===== src/rtl/quartsine_phase_gen.sv =====
// rtl/quartsine_phase_gen.sv - phase accumulator driving a quarter-wave sine table
// Mirrors the table address per quadrant and applies the sign around midscale.
module quartsine_phase_gen #(
    parameter int PHASE_W     = 24,
    parameter int ADDR_W      = 8,
    parameter int DATA_W      = 11,
    parameter int ROM_LATENCY = 1
) (
    input  logic               clk,
    input  logic               rst,
    input  logic               en,
    input  logic               sample_tick,
    input  logic [PHASE_W-1:0] phase_step,
    output logic [ADDR_W-1:0]  rom_addr,
    input  logic [DATA_W-2:0]  rom_data,
    output logic [DATA_W-1:0]  sample,
    output logic               sample_valid,
    output logic               busy,
    output logic               overrun
);

    localparam int CNT_W = (ROM_LATENCY < 2) ? 1 : $clog2(ROM_LATENCY + 1);
    localparam logic [DATA_W-1:0] MID = {1'b1, {(DATA_W-1){1'b0}}};

    typedef enum logic [1:0] {
        S_IDLE = 2'd0,
        S_WAIT = 2'd1,
        S_CAPT = 2'd2
    } state_t;

    state_t             state_q, state_d;
    logic [PHASE_W-1:0] acc_q, acc_d;
    logic [ADDR_W-1:0]  rom_addr_q, rom_addr_d;
    logic               neg_q, neg_d;
    logic [CNT_W-1:0]   cnt_q, cnt_d;
    logic [DATA_W-1:0]  sample_q, sample_d;
    logic               sample_valid_q, sample_valid_d;
    logic               overrun_q, overrun_d;

    logic [1:0]         quad;
    logic [ADDR_W-1:0]  idx;
    logic [DATA_W-1:0]  rom_ext;
    logic               tick_en;

    always_comb begin
        quad    = acc_q[PHASE_W-1 -: 2];
        idx     = acc_q[PHASE_W-3 -: ADDR_W];
        rom_ext = {1'b0, rom_data};
        tick_en = sample_tick & en;

        state_d        = state_q;
        acc_d          = acc_q;
        rom_addr_d     = rom_addr_q;
        neg_d          = neg_q;
        cnt_d          = cnt_q;
        sample_d       = sample_q;
        sample_valid_d = 1'b0;
        // A tick that lands while a read is in flight is lost, so remember it.
        overrun_d      = overrun_q | (tick_en & (state_q != S_IDLE));

        case (state_q)
            S_IDLE: begin
                if (tick_en) begin
                    // Odd quadrants run the table backwards; the read uses the pre-increment phase.
                    rom_addr_d = quad[0] ? ~idx : idx;
                    neg_d      = quad[1];
                    acc_d      = acc_q + phase_step;
                    cnt_d      = CNT_W'(ROM_LATENCY);
                    state_d    = S_WAIT;
                end
            end
            S_WAIT: begin
                cnt_d = cnt_q - CNT_W'(1);
                if (cnt_q == CNT_W'(1)) begin
                    state_d = S_CAPT;
                end
            end
            S_CAPT: begin
                sample_d       = neg_q ? (MID - rom_ext) : (MID + rom_ext);
                sample_valid_d = 1'b1;
                state_d        = S_IDLE;
            end
            default: begin
                state_d = S_IDLE;
            end
        endcase
    end

    always_ff @(posedge clk or posedge rst) begin
        if (rst) begin
            state_q        <= S_IDLE;
            acc_q          <= '0;
            rom_addr_q     <= '0;
            neg_q          <= 1'b0;
            cnt_q          <= '0;
            sample_q       <= MID;
            sample_valid_q <= 1'b0;
            overrun_q      <= 1'b0;
        end else begin
            state_q        <= state_d;
            acc_q          <= acc_d;
            rom_addr_q     <= rom_addr_d;
            neg_q          <= neg_d;
            cnt_q          <= cnt_d;
            sample_q       <= sample_d;
            sample_valid_q <= sample_valid_d;
            overrun_q      <= overrun_d;
        end
    end

    assign rom_addr     = rom_addr_q;
    assign sample       = sample_q;
    assign sample_valid = sample_valid_q;
    assign busy         = (state_q != S_IDLE);
    assign overrun      = overrun_q;

endmodule


===== config.mk =====
export PLATFORM = sky130hd
export DESIGN_NAME = quartsine_phase_gen
export DESIGN_NICKNAME = d
export VERILOG_FILES = /design/src/rtl/quartsine_phase_gen.sv
export SDC_FILE = /design/constraint.sdc
export NUM_CORES = 1
export LEC_CHECK = 0
export CAP_MARGIN = 0
export CORE_MARGIN = 8
export CORE_UTILIZATION = 53
export DETAILED_ROUTE_END_ITERATION = 8
export MAX_ROUTING_LAYER = met4
export PLACE_DENSITY = 0.8
export SKIP_CTS_REPAIR_TIMING = 1
export SYNTH_ARGS = -nofsm -noshare
export SYNTH_HDL_FRONTEND = slang
export SYNTH_SLANG_ARGS = --single-unit

===== constraint.sdc =====
create_clock -name clk -period 2.7 [get_ports clk]
set_input_delay 0.54 -clock clk [delete_from_list [all_inputs] [get_ports clk]]
set_output_delay 0.54 -clock clk [all_outputs]
set_load 0.005 [all_outputs]

; After elaboration in Yosys (flattened, before gate mapping)
; Cells that the tools add are included.
[op_classes]
add_sub_neg = 4
eq_ne = 4
mux = 8
bitwise_logic = 4
n_reduce_logical = 6
[ops]
columns = operator, n
row1 = $add A24 B24 Y24, 1
row2 = $add A11 B10 Y11 const A, 1
row3 = $mux W11, 1
row4 = $sub A11 B10 Y11 const A, 1
row5 = $mux W8, 1
row6 = $not A8 Y8, 1
row7 = $reduce_and A2 Y1, 3
row8 = $mux W2, 2
row9 = $ne A2 B2 Y1 const B, 2
row10 = $pmux W2 S2, 1
row11 = $reduce_bool A2 Y1, 2
row12 = $and A1 B1 Y1, 2
row13 = $eq A2 B1 Y1 const B, 1
row14 = $eq A2 B2 Y1 const B, 1
row15 = $logic_not A2 Y1, 1
row16 = $mux W1, 2
row17 = $pmux W1 S2, 1
row18 = $or A1 B1 Y1, 1
row19 = $sub A1 B1 Y1 const B, 1
[totals]
regBits = 49
inputBits = 38
output_inout_bits = 22
wordCells = 34

; Longest topological paths before layout
; Gate-level depths: netlist (run 1).
[logic_depth]
word_depth = 3
mapped_depth = 9
mapped_depth_nobuf = 9

; Worst setup path after synthesis (run 1)
; Ideal clock, no wire load.
[synth_timing]
path_kind = input to register
from = input phase_step[0]
to = register acc_q[22]
arrival_ps = 2469
t_required_ps = 2571
setup_slack_ps = 102
path_stages = 9
path_buffers = 0
cell_sequence = ha_1 > fa_1 > a21o_1 > a221o_1 > a21oi_1 > o21ai_1 > a221oi_1 > xor2_1 > o21ai_1
[synth_via]
elab_chain_len = 1
[synth_lines]
columns = element, line_no
row1 = from (decl), 13  ; input logic [PHASE_W-1:0] phase_step,
row2 = $add A24 B24 Y24, 67  ; acc_d = acc_q + phase_step;
row3 = to (signal assigned), 92  ; acc_q <= '0;
row4 = to (signal assigned), 101  ; acc_q <= acc_d;
row5 = to (decl), 32  ; logic [PHASE_W-1:0] acc_q, acc_d;
; Every way passes these cells.
; A chain may end at the register's enable or synchronous reset.

; Worst setup path in the final report (run 1)
[layout_timing]
from = input phase_step[1]
to = register acc_q[20]
; The elaborated chain is that of the path after synthesis.

==> results of run 1 <==
worst max-delay path: cells and delay by family:
family,cells,cell delay [ns]
and+or+nand+nor,1,0.07
buffers and inverters,1,0.47
adders and majority gates,1,0.41
xor gates and xnor gates,1,0.18
AOI/OAI and AO/OA,5,1.08
state kept, by name (all words and copies together), names as in the netlist:
register	cells
acc_q	24
sample	11
rom_addr	8
state_q	2
cnt_q	1
neg_q	1
overrun	1
sample_valid	1
synth_stat cells (all sizes together):
cell type	number
a211o	1
a211oi	3
a21boi	1
a21o	7
a21oi	20
a221o	1
a221oi	2
a22oi	1
a311oi	3
a31oi	1
a32oi	1
and2	2
and3	3
buf	1
clkbuf	11
dfrtp	48
dfstp	1
fa	1
ha	24
inv	11
mux2i	1
nand2	75
nand2b	3
nand3	8
nand3b	2
nand4	3
nand4b	1
nor2	15
nor2b	2
nor3	2
nor4	1
o211ai	2
o21a	4
o21ai	49
o21bai	3
o221ai	1
o22a	1
o22ai	1
o311ai	1
o31a	1
o31ai	3
or3	4
or4b	1
xnor2	18
xor2	18
path summary, 6_finish.rpt:
path,to,slack [ns],cells past startpoint
worst max-delay path,acc_q[20],0.14,9
worst min-delay path,rom_addr[7],0.48,2
worst max register to register,acc_q[20],0.31,9
worst min register to register,rom_addr[7],0.48,2
max in group asynchronous,sample[10],1.52,3
min in group asynchronous,acc_q[19],0.59,2
per-stage QoR:
step                      total power [mW]  utilization, %  setup slack (ns)  instances  area (µm²)
after floorplan                      2.975               -            0.1020        363        3158
after global placement               3.960           69.67           -0.4181        520        4076
after detailed placement             4.077           69.67           -0.4391        520        4076
after CTS                            4.647           71.66           -0.1258        528        4193
after global routing                 5.075           72.39           0.01815        530        4235
final                                4.674           72.39            0.1388        530        4235
metal layers:
metal  vias to the layer above  GRT usage (%)  part of all wire, %
met5                         -              -                    0
met4                         0          4.832                  1.4
met3                         9          3.045                  4.4
met2                        66          32.43                   52
met1                      1341          21.54                   42
li1                       1456              -                    -
cell families (layout without fill, tap and decap cells):
kind of cell / after synthesis / after routing / synth area share (%)
compound gates: 107 / 107 / 20.92
simple gates: 122 / 122 / 17.00
xor+xnor: 36 / 36 / 9.984
flops: 49 / 49 / 38.87
fa+ha+maj: 25 / 25 / 10.14
mux: 1 / 1 / 0.3170
buf+inv: 23 / 115 / 2.773
final cells by class:
type | count | area, µm²
clock inverters | 1 | 30.03
flip-flops and latches | 49 | 1227
repair buffers | 96 | 883.3
well taps | 75 | 93.84
clock buffers | 7 | 86.33
inverters | 11 | 41.29
fillers | 469 | 1615
multi-input cells | 291 | 1873
power by group:
part | switching (mW) | total, mW | internal (mW)
registers | 0.262 | 1.34 | 1.08
clock network | 0.244 | 0.547 | 0.302
logic | 1.34 | 2.79 | 1.45
total | 1.85 | 4.67 | 2.83
==> load_flow_metrics.sql, run 1 <==
INSERT INTO impl_metrics (metric_group, metric, value, unit) VALUES
('timing', 'finalSetupViolations', '0', ''),
('hold_path', 'timing.hold.worst.start', 'rom_addr[7]', ''),
('worst_setup_path', 'cp_data_required_time', '2.88', 'ns'),
('timing', 'hold_viol_final', '0', ''),
('floorplanning', 'die_area', '8684', 'µm²'),
('yosys', 'netlist_top_cells_area', 'sky130_fd_sc_hd__dfrtp_1 (38%), sky130_fd_sc_hd__ha_1 (9.5%), sky130_fd_sc_hd__nand2_1 (8.9%)', ''),
('global_route', 'antenna_found_initial', '0', ''),
('cells_and_area', 'areaGrowthSynthToFinish', '34.11', '%'),
('worst_setup_path', 'regToRegStartpoint', 'acc_q[0]', ''),
('timing', 'worst_pin_slew', '0.6483', 'ns'),
('clock_tree', 'cts.sink_count', '49', ''),
('yosys', 'netlist_area', '3158', 'µm²'),
('yosys', 'yosys_warnings', '0', ''),
('timing', 'max_slew_margin', '56.78', '%'),
('worst_setup_path', 'critical-path-max-stage-delay', '0.47', 'ns'),
('timing', 'worst_hold_slack', '0.4795', 'ns'),
('drt', 'drt-wirelength-per-cell', '14.37', 'µm'),
('timing', 'skew', '0.01012', 'ns'),
('drt', 'route.final.wire_length', '7614', 'µm'),
('clock_tree', 'htree_depth', '2', ''),
('placement', 'hpwl', '5947', 'µm'),
('status', 'result_of_the_run', 'finished, final reports clean', ''),
('worst_setup_path', 'worstPathMaxFanout', '4', ''),
('global_route', 'via_count_of_the_first_global_routing_pass', '2890', ''),
('yosys', 'synth_sequential_area_ratio', '38.87', '%'),
('placement', 'buffer_ports.inserted', '59', ''),
('yosys', 'netlist_instances', '363', ''),
('flow_run', 'maxCapViolations', '0', ''),
('clock_tree', 'cts_tree', 'built', ''),
('cells_and_area', 'layout_commonest_cell', 'sky130_fd_sc_hd__nand2_1', ''),
('cells_and_area', 'diodes', '0', ''),
('drt', 'drtIter0Drc', '129', ''),
('yosys', 'synth-seq-cells', '49', ''),
('floorplanning', 'top_level_ports', '60', ''),
('clock_tree', 'insertion_delay', '0.30', 'ns'),
('worst_setup_path', 'setup.worst_path.class', 'in -> reg', ''),
('worst_setup_path', 'cp-startpoint', 'phase_step[1]', ''),
('drt', 'drc', '0', ''),
('global_route', 'gr-usage-all-layers', '18.55', '%'),
('worst_setup_path', 'cp_cell_sequence', 'clkdlybuf4s50_1, fa_2, a21o_1, a221o_1, a21oi_2, nor4_1, a311oi_1, xor2_1, o21ai_1', ''),
('floorplanning', 'chipWidth', '93.19', 'µm'),
('worst_setup_path', 'critical_path.slowest_cell', 'sky130_fd_sc_hd__clkdlybuf4s50_1', ''),
('drt', 'route.detailed.vias_per_inst', '5.419', ''),
('drt', 'drt.antenna.violating_nets', '0', ''),
('global_route', 'grt_start_max_net_pins', '39', ''),
('cells_and_area', 'final_cell_mix', 'sky130_fd_sc_hd__nand2_1 (75), sky130_fd_sc_hd__clkdlybuf4s50_1 (58), sky130_fd_sc_hd__dfrtp_1 (48), sky130_fd_sc_hd__o21ai_0 (42), sky130_fd_sc_hd__buf_4 (36)', ''),
('floorplanning', 'starting_utilization_of_the_core_area', '53.98', '%'),
('timing', 'grt_setup_unrepaired', 'false', ''),
('global_route', 'grt_overflow', '0', ''),
('floorplanning', 'core_region_area', '5851', 'µm²'),
('cells_and_area', 'drive_gt1_share', '12.97', '%'),
('power', 'peakVddDrop', '0.0006193', 'V'),
('yosys', 'yosys.cell_types.count', '50', ''),
('timing', 'period_minus_slack', '2.561', 'ns'),
('timing', 'final-max-slew-violation-count', '0', ''),
('yosys', 'cell_accounting_for_the_most_synthesized_area', 'sky130_fd_sc_hd__dfrtp_1', ''),
('timing', 'post-route-period-util', '94.86', '%'),
('yosys', 'postSynthAreaPerCell', '8.700', 'µm²'),
('drt', 'detailedRoute.firstPassIterationCount', '4', ''),
('floorplanning', 'die_height', '93.19', 'µm'),
('clock_tree', 'cts.clk_slew.worst_paths', '0.09', 'ns'),
('clock_tree', 'clockBufferDepth', '2', ''),
('floorplanning', 'std_cell_rows', '28', ''),
('worst_setup_path', 'kind_of_launch_point_of_the_worst_setup_path', 'input pin', ''),
('drt', 'routed-via-count', '2872', ''),
('cells_and_area', 'finalNetCount', '517', ''),
('power', 'leakagePower', '1.955', 'nW'),
('clock_tree', 'tritoncts.num_buffers', '5', ''),
('clock_tree', 'cts.root.buffer_cell', 'sky130_fd_sc_hd__clkbuf_8', ''),
('worst_setup_path', 'arrival', '2.74', 'ns'),
('timing', 'fmaxAchievable', '390.4', 'MHz'),
('yosys', 'synth_nets', '426', ''),
('hold_path', 'hp-class', 'reg -> reg', ''),
('global_route', 'grt_pass1_wl', '12900', 'µm'),
('placement', 'routability_congestion_estimate_from_global_placement', '0.9376', ''),
('worst_setup_path', 'setup.worst_path.end_class', 'register', ''),
('yosys', 'synth_top_cell_area_share', '38.03', '%'),
('power', 'power_per_standard_cell_area', '1104', 'nW/µm²'),
('timing', 'tns', '0', 'ns');
Power figures use the tool's default switching activity.
==> inputs of run 2 (changes only) <==
--- a/config.mk
+++ b/config.mk
@@ -6,11 +6,11 @@
 export NUM_CORES = 1
 export LEC_CHECK = 0
 export CAP_MARGIN = 0
-export CORE_MARGIN = 8
-export CORE_UTILIZATION = 53
+export CORE_MARGIN = 2
+export CORE_UTILIZATION = 40
 export DETAILED_ROUTE_END_ITERATION = 8
 export MAX_ROUTING_LAYER = met4
-export PLACE_DENSITY = 0.8
+export PLACE_DENSITY = 0.63
 export SKIP_CTS_REPAIR_TIMING = 1
 export SYNTH_ARGS = -nofsm -noshare
 export SYNTH_HDL_FRONTEND = slang
==> load_flow_metrics.sql, run 2 (synthesis gave the netlist of run 1 again) <==
INSERT INTO impl_metrics (metric_group, metric, value, unit) VALUES
('cells_and_area', 'finalCoreUtilization', '55.31', '%'),
('placement', 'buffer_ports.inserted', '59', ''),
('clock_tree', 'tritoncts.num_buffers', '5', ''),
('power', 'peakVddDrop', '0.0004182', 'V'),
('worst_setup_path', 'arrival', '2.79', 'ns'),
('placement', 'detailed_place.area', '4133', 'µm²'),
('floorplanning', 'starting_utilization_of_the_core_area', '41.08', '%'),
('clock_tree', 'cts.clk_slew.worst_paths', '0.09', 'ns'),
('floorplanning', 'core_region_area', '7687', 'µm²'),
('power', 'report.power.total', '4.525', 'mW'),
('floorplanning', 'top_level_ports', '60', ''),
('clock_tree', 'cts.root.buffer_cell', 'sky130_fd_sc_hd__clkbuf_8', ''),
('global_route', 'antenna_found_initial', '0', ''),
('worst_setup_path', 'worstRegToRegCells', '9', ''),
('timing', 'final-max-slew-violation-count', '0', ''),
('clock_tree', 'insertion_delay', '0.30', 'ns'),
('flow_run', 'maxCapViolations', '0', ''),
('placement', 'routability_congestion_estimate_from_global_placement', '0.8698', ''),
('timing', 'worst_pin_slew', '0.6374', 'ns'),
('global_route', 'grt_pass1_wl', '12280', 'µm'),
('hold_path', 'timing.hold.worst.start', 'rom_addr[4]', ''),
('hold_path', 'hp-class', 'reg -> reg', ''),
('global_route', 'via_count_of_the_first_global_routing_pass', '2679', ''),
('cells_and_area', 'diodes', '0', ''),
('worst_setup_path', 'critical-path-max-stage-delay', '0.41', 'ns'),
('cells_and_area', 'largest-register', 'acc_q', ''),
('floorplanning', 'die_height', '92.86', 'µm'),
('drt', 'drt.antenna.violating_nets', '0', ''),
('cells_and_area', 'finalNetCount', '518', ''),
('drt', 'routed-via-count', '2786', ''),
('clock_tree', 'clockBufferDepth', '2', ''),
('worst_setup_path', 'critical_path_end', 'acc_q[20]', ''),
('global_route', 'gr-usage-all-layers', '17.81', '%'),
('worst_setup_path', 'r2r-end', 'acc_q[20]', ''),
('drt', 'detailedRoute.firstPassIterationCount', '4', ''),
('worst_setup_path', 'cp-startpoint', 'phase_step[0]', ''),
('clock_tree', 'cts.sink_count', '49', ''),
('timing', 'post-route-period-util', '96.43', '%'),
('worst_setup_path', 'worstPathMaxFanout', '4', ''),
('timing', 'finalSetupViolations', '0', ''),
('drt', 'route.final.wire_length', '7041', 'µm'),
('global_route', 'grt_overflow', '0', ''),
('floorplanning', 'std_cell_rows', '32', ''),
('drt', 'drtIter0Drc', '81', ''),
('power', 'leakagePower', '1.929', 'nW'),
('cells_and_area', 'layout_commonest_cell', 'sky130_fd_sc_hd__nand2_1', ''),
('drt', 'drt-wirelength-per-cell', '12.62', 'µm'),
('cells_and_area', 'num-fill-cells', '723', ''),
('clock_tree', 'cts_tree', 'built', ''),
('drt', 'drc', '0', ''),
('timing', 'hold_viol_final', '0', ''),
('timing', 'tns', '0', 'ns'),
('floorplanning', 'chipWidth', '92.86', 'µm'),
('timing', 'fmaxAchievable', '384.1', 'MHz'),
('timing', 'skew', '0.01219', 'ns'),
('worst_setup_path', 'critical_path.slowest_cell', 'sky130_fd_sc_hd__clkdlybuf4s50_1', ''),
('cells_and_area', 'drive_gt1_share', '13.38', '%'),
('clock_tree', 'htree_depth', '2', ''),
('floorplanning', 'die_area', '8622', 'µm²'),
('drt', 'route.detailed.vias_per_inst', '4.993', ''),
('power', 'power_per_standard_cell_area', '1064', 'nW/µm²'),
('timing', 'max_slew_margin', '57.51', '%'),
('worst_setup_path', 'cp_data_required_time', '2.89', 'ns'),
('timing', 'period_minus_slack', '2.604', 'ns'),
('worst_setup_path', 'setup.worst_path.class', 'in -> reg', ''),
('timing', 'grt_setup_unrepaired', 'true', ''),
('placement', 'hpwl', '5597', 'µm'),
('worst_setup_path', 'setup.worst_path.end_class', 'register', ''),
('cells_and_area', 'areaGrowthSynthToFinish', '34.63', '%'),
('worst_setup_path', 'kind_of_launch_point_of_the_worst_setup_path', 'input pin', ''),
('global_route', 'grt_start_max_net_pins', '34', ''),
('worst_setup_path', 'regToRegStartpoint', 'acc_q[0]', ''),
('cells_and_area', 'largest_register_ff_count', '24', ''),
('cells_and_area', 'layout.cell_area.non_filler', '4252', 'µm²'),
('worst_setup_path', 'worst-r2r-setup-slack', '0.36', 'ns'),
('status', 'result_of_the_run', 'finished, final reports clean', ''),
('worst_setup_path', 'cp_cell_sequence', 'clkdlybuf4s50_1, ha_2, fa_2, a21o_1, a221o_1, a21oi_2, nor4_2, a311oi_1, xor2_1, o21ai_1', ''),
('cells_and_area', 'final_cell_mix', 'sky130_fd_sc_hd__nand2_1 (75), sky130_fd_sc_hd__clkdlybuf4s50_1 (59), sky130_fd_sc_hd__dfrtp_1 (48), sky130_fd_sc_hd__o21ai_0 (42), sky130_fd_sc_hd__buf_4 (37)', '');
==> run 2: cell types whose count changed in the layout (fill, tap and decap cells not counted), sizes merged <==
cell and change:
clkbuf -1, clkdlybuf4s50 +1, clkinvlp +2, buf +1, bufinv -1, dlymetal6s2s -1
==> run 2: cell type report <==
| cell class | count | area [µm²] | area share, % |
|---|---|---|---|
| Clock buffer | 6 | 72.57 | 1.707 |
| Multi-Input combinational cell | 291 | 1879 | 44.20 |
| Timing Repair Buffer | 97 | 888.4 | 20.89 |
| Clock inverter | 2 | 15.01 | 0.3531 |
| Sequential cell | 49 | 1227 | 28.87 |
| Tap cell | 102 | 127.6 | 3.002 |
| Inverter | 11 | 41.29 | 0.9712 |
==> run 2: worst min path at each step <==
stage | to | cells past startpoint
after floorplan | acc_q[0] | 2
final | rom_addr[4] | 2
after global routing | sample[2] | 2
after CTS | rom_addr[0] | 2
after detailed placement | rom_addr[0] | 2
after global placement | sample[7] | 2
==> run 2: layer usage <==
metal | global-route usage [%] | routed length (µm)
met1 | 24.05 | 3428
met2 | 28.26 | 3304
met4 | 4.779 | 91
met5 | - | 0
met3 | 2.522 | 216
==> run 2: report_power, final <==
group / internal (mW) / switching (mW) / leakage [nW]
clock network: 0.183 / 0.257 / 0.0374
registers: 1.08 / 0.260 / 0.602
logic: 1.45 / 1.29 / 1.29
==> run 2: critical path, delay by kind of cell <==
family / cells / cell delay (ns)
AOI/OAI and AO/OA: 5 / 1.09
adders and majority gates: 2 / 0.54
and+or+nand+nor: 1 / 0.07
xor gates and xnor gates: 1 / 0.17
buffers and inverters: 1 / 0.41
==> run 2: stage by stage <==
stage	std cells	hold WS, ns	setup slack [ns]
6_report	558	0.4833	0.09641
3_5_place_dp	550	0.4700	-0.4333
4_1_cts	558	0.4920	-0.1098
2_1_floorplan	363	0.4498	0.1020
3_3_place_gp	550	0.4613	-0.4078
5_1_grt	558	0.5193	-0.02067
==> inputs of run 3 (changes only) <==
--- a/config.mk
+++ b/config.mk
@@ -12,6 +12,7 @@
 export MAX_ROUTING_LAYER = met4
 export PLACE_DENSITY = 0.63
 export SKIP_CTS_REPAIR_TIMING = 1
+export SLEW_MARGIN = 20
 export SYNTH_ARGS = -nofsm -noshare
 export SYNTH_HDL_FRONTEND = slang
 export SYNTH_SLANG_ARGS = --single-unit
==> results of run 3 <==
No change in the layout: final DEF, timing and power equal those of run 2.
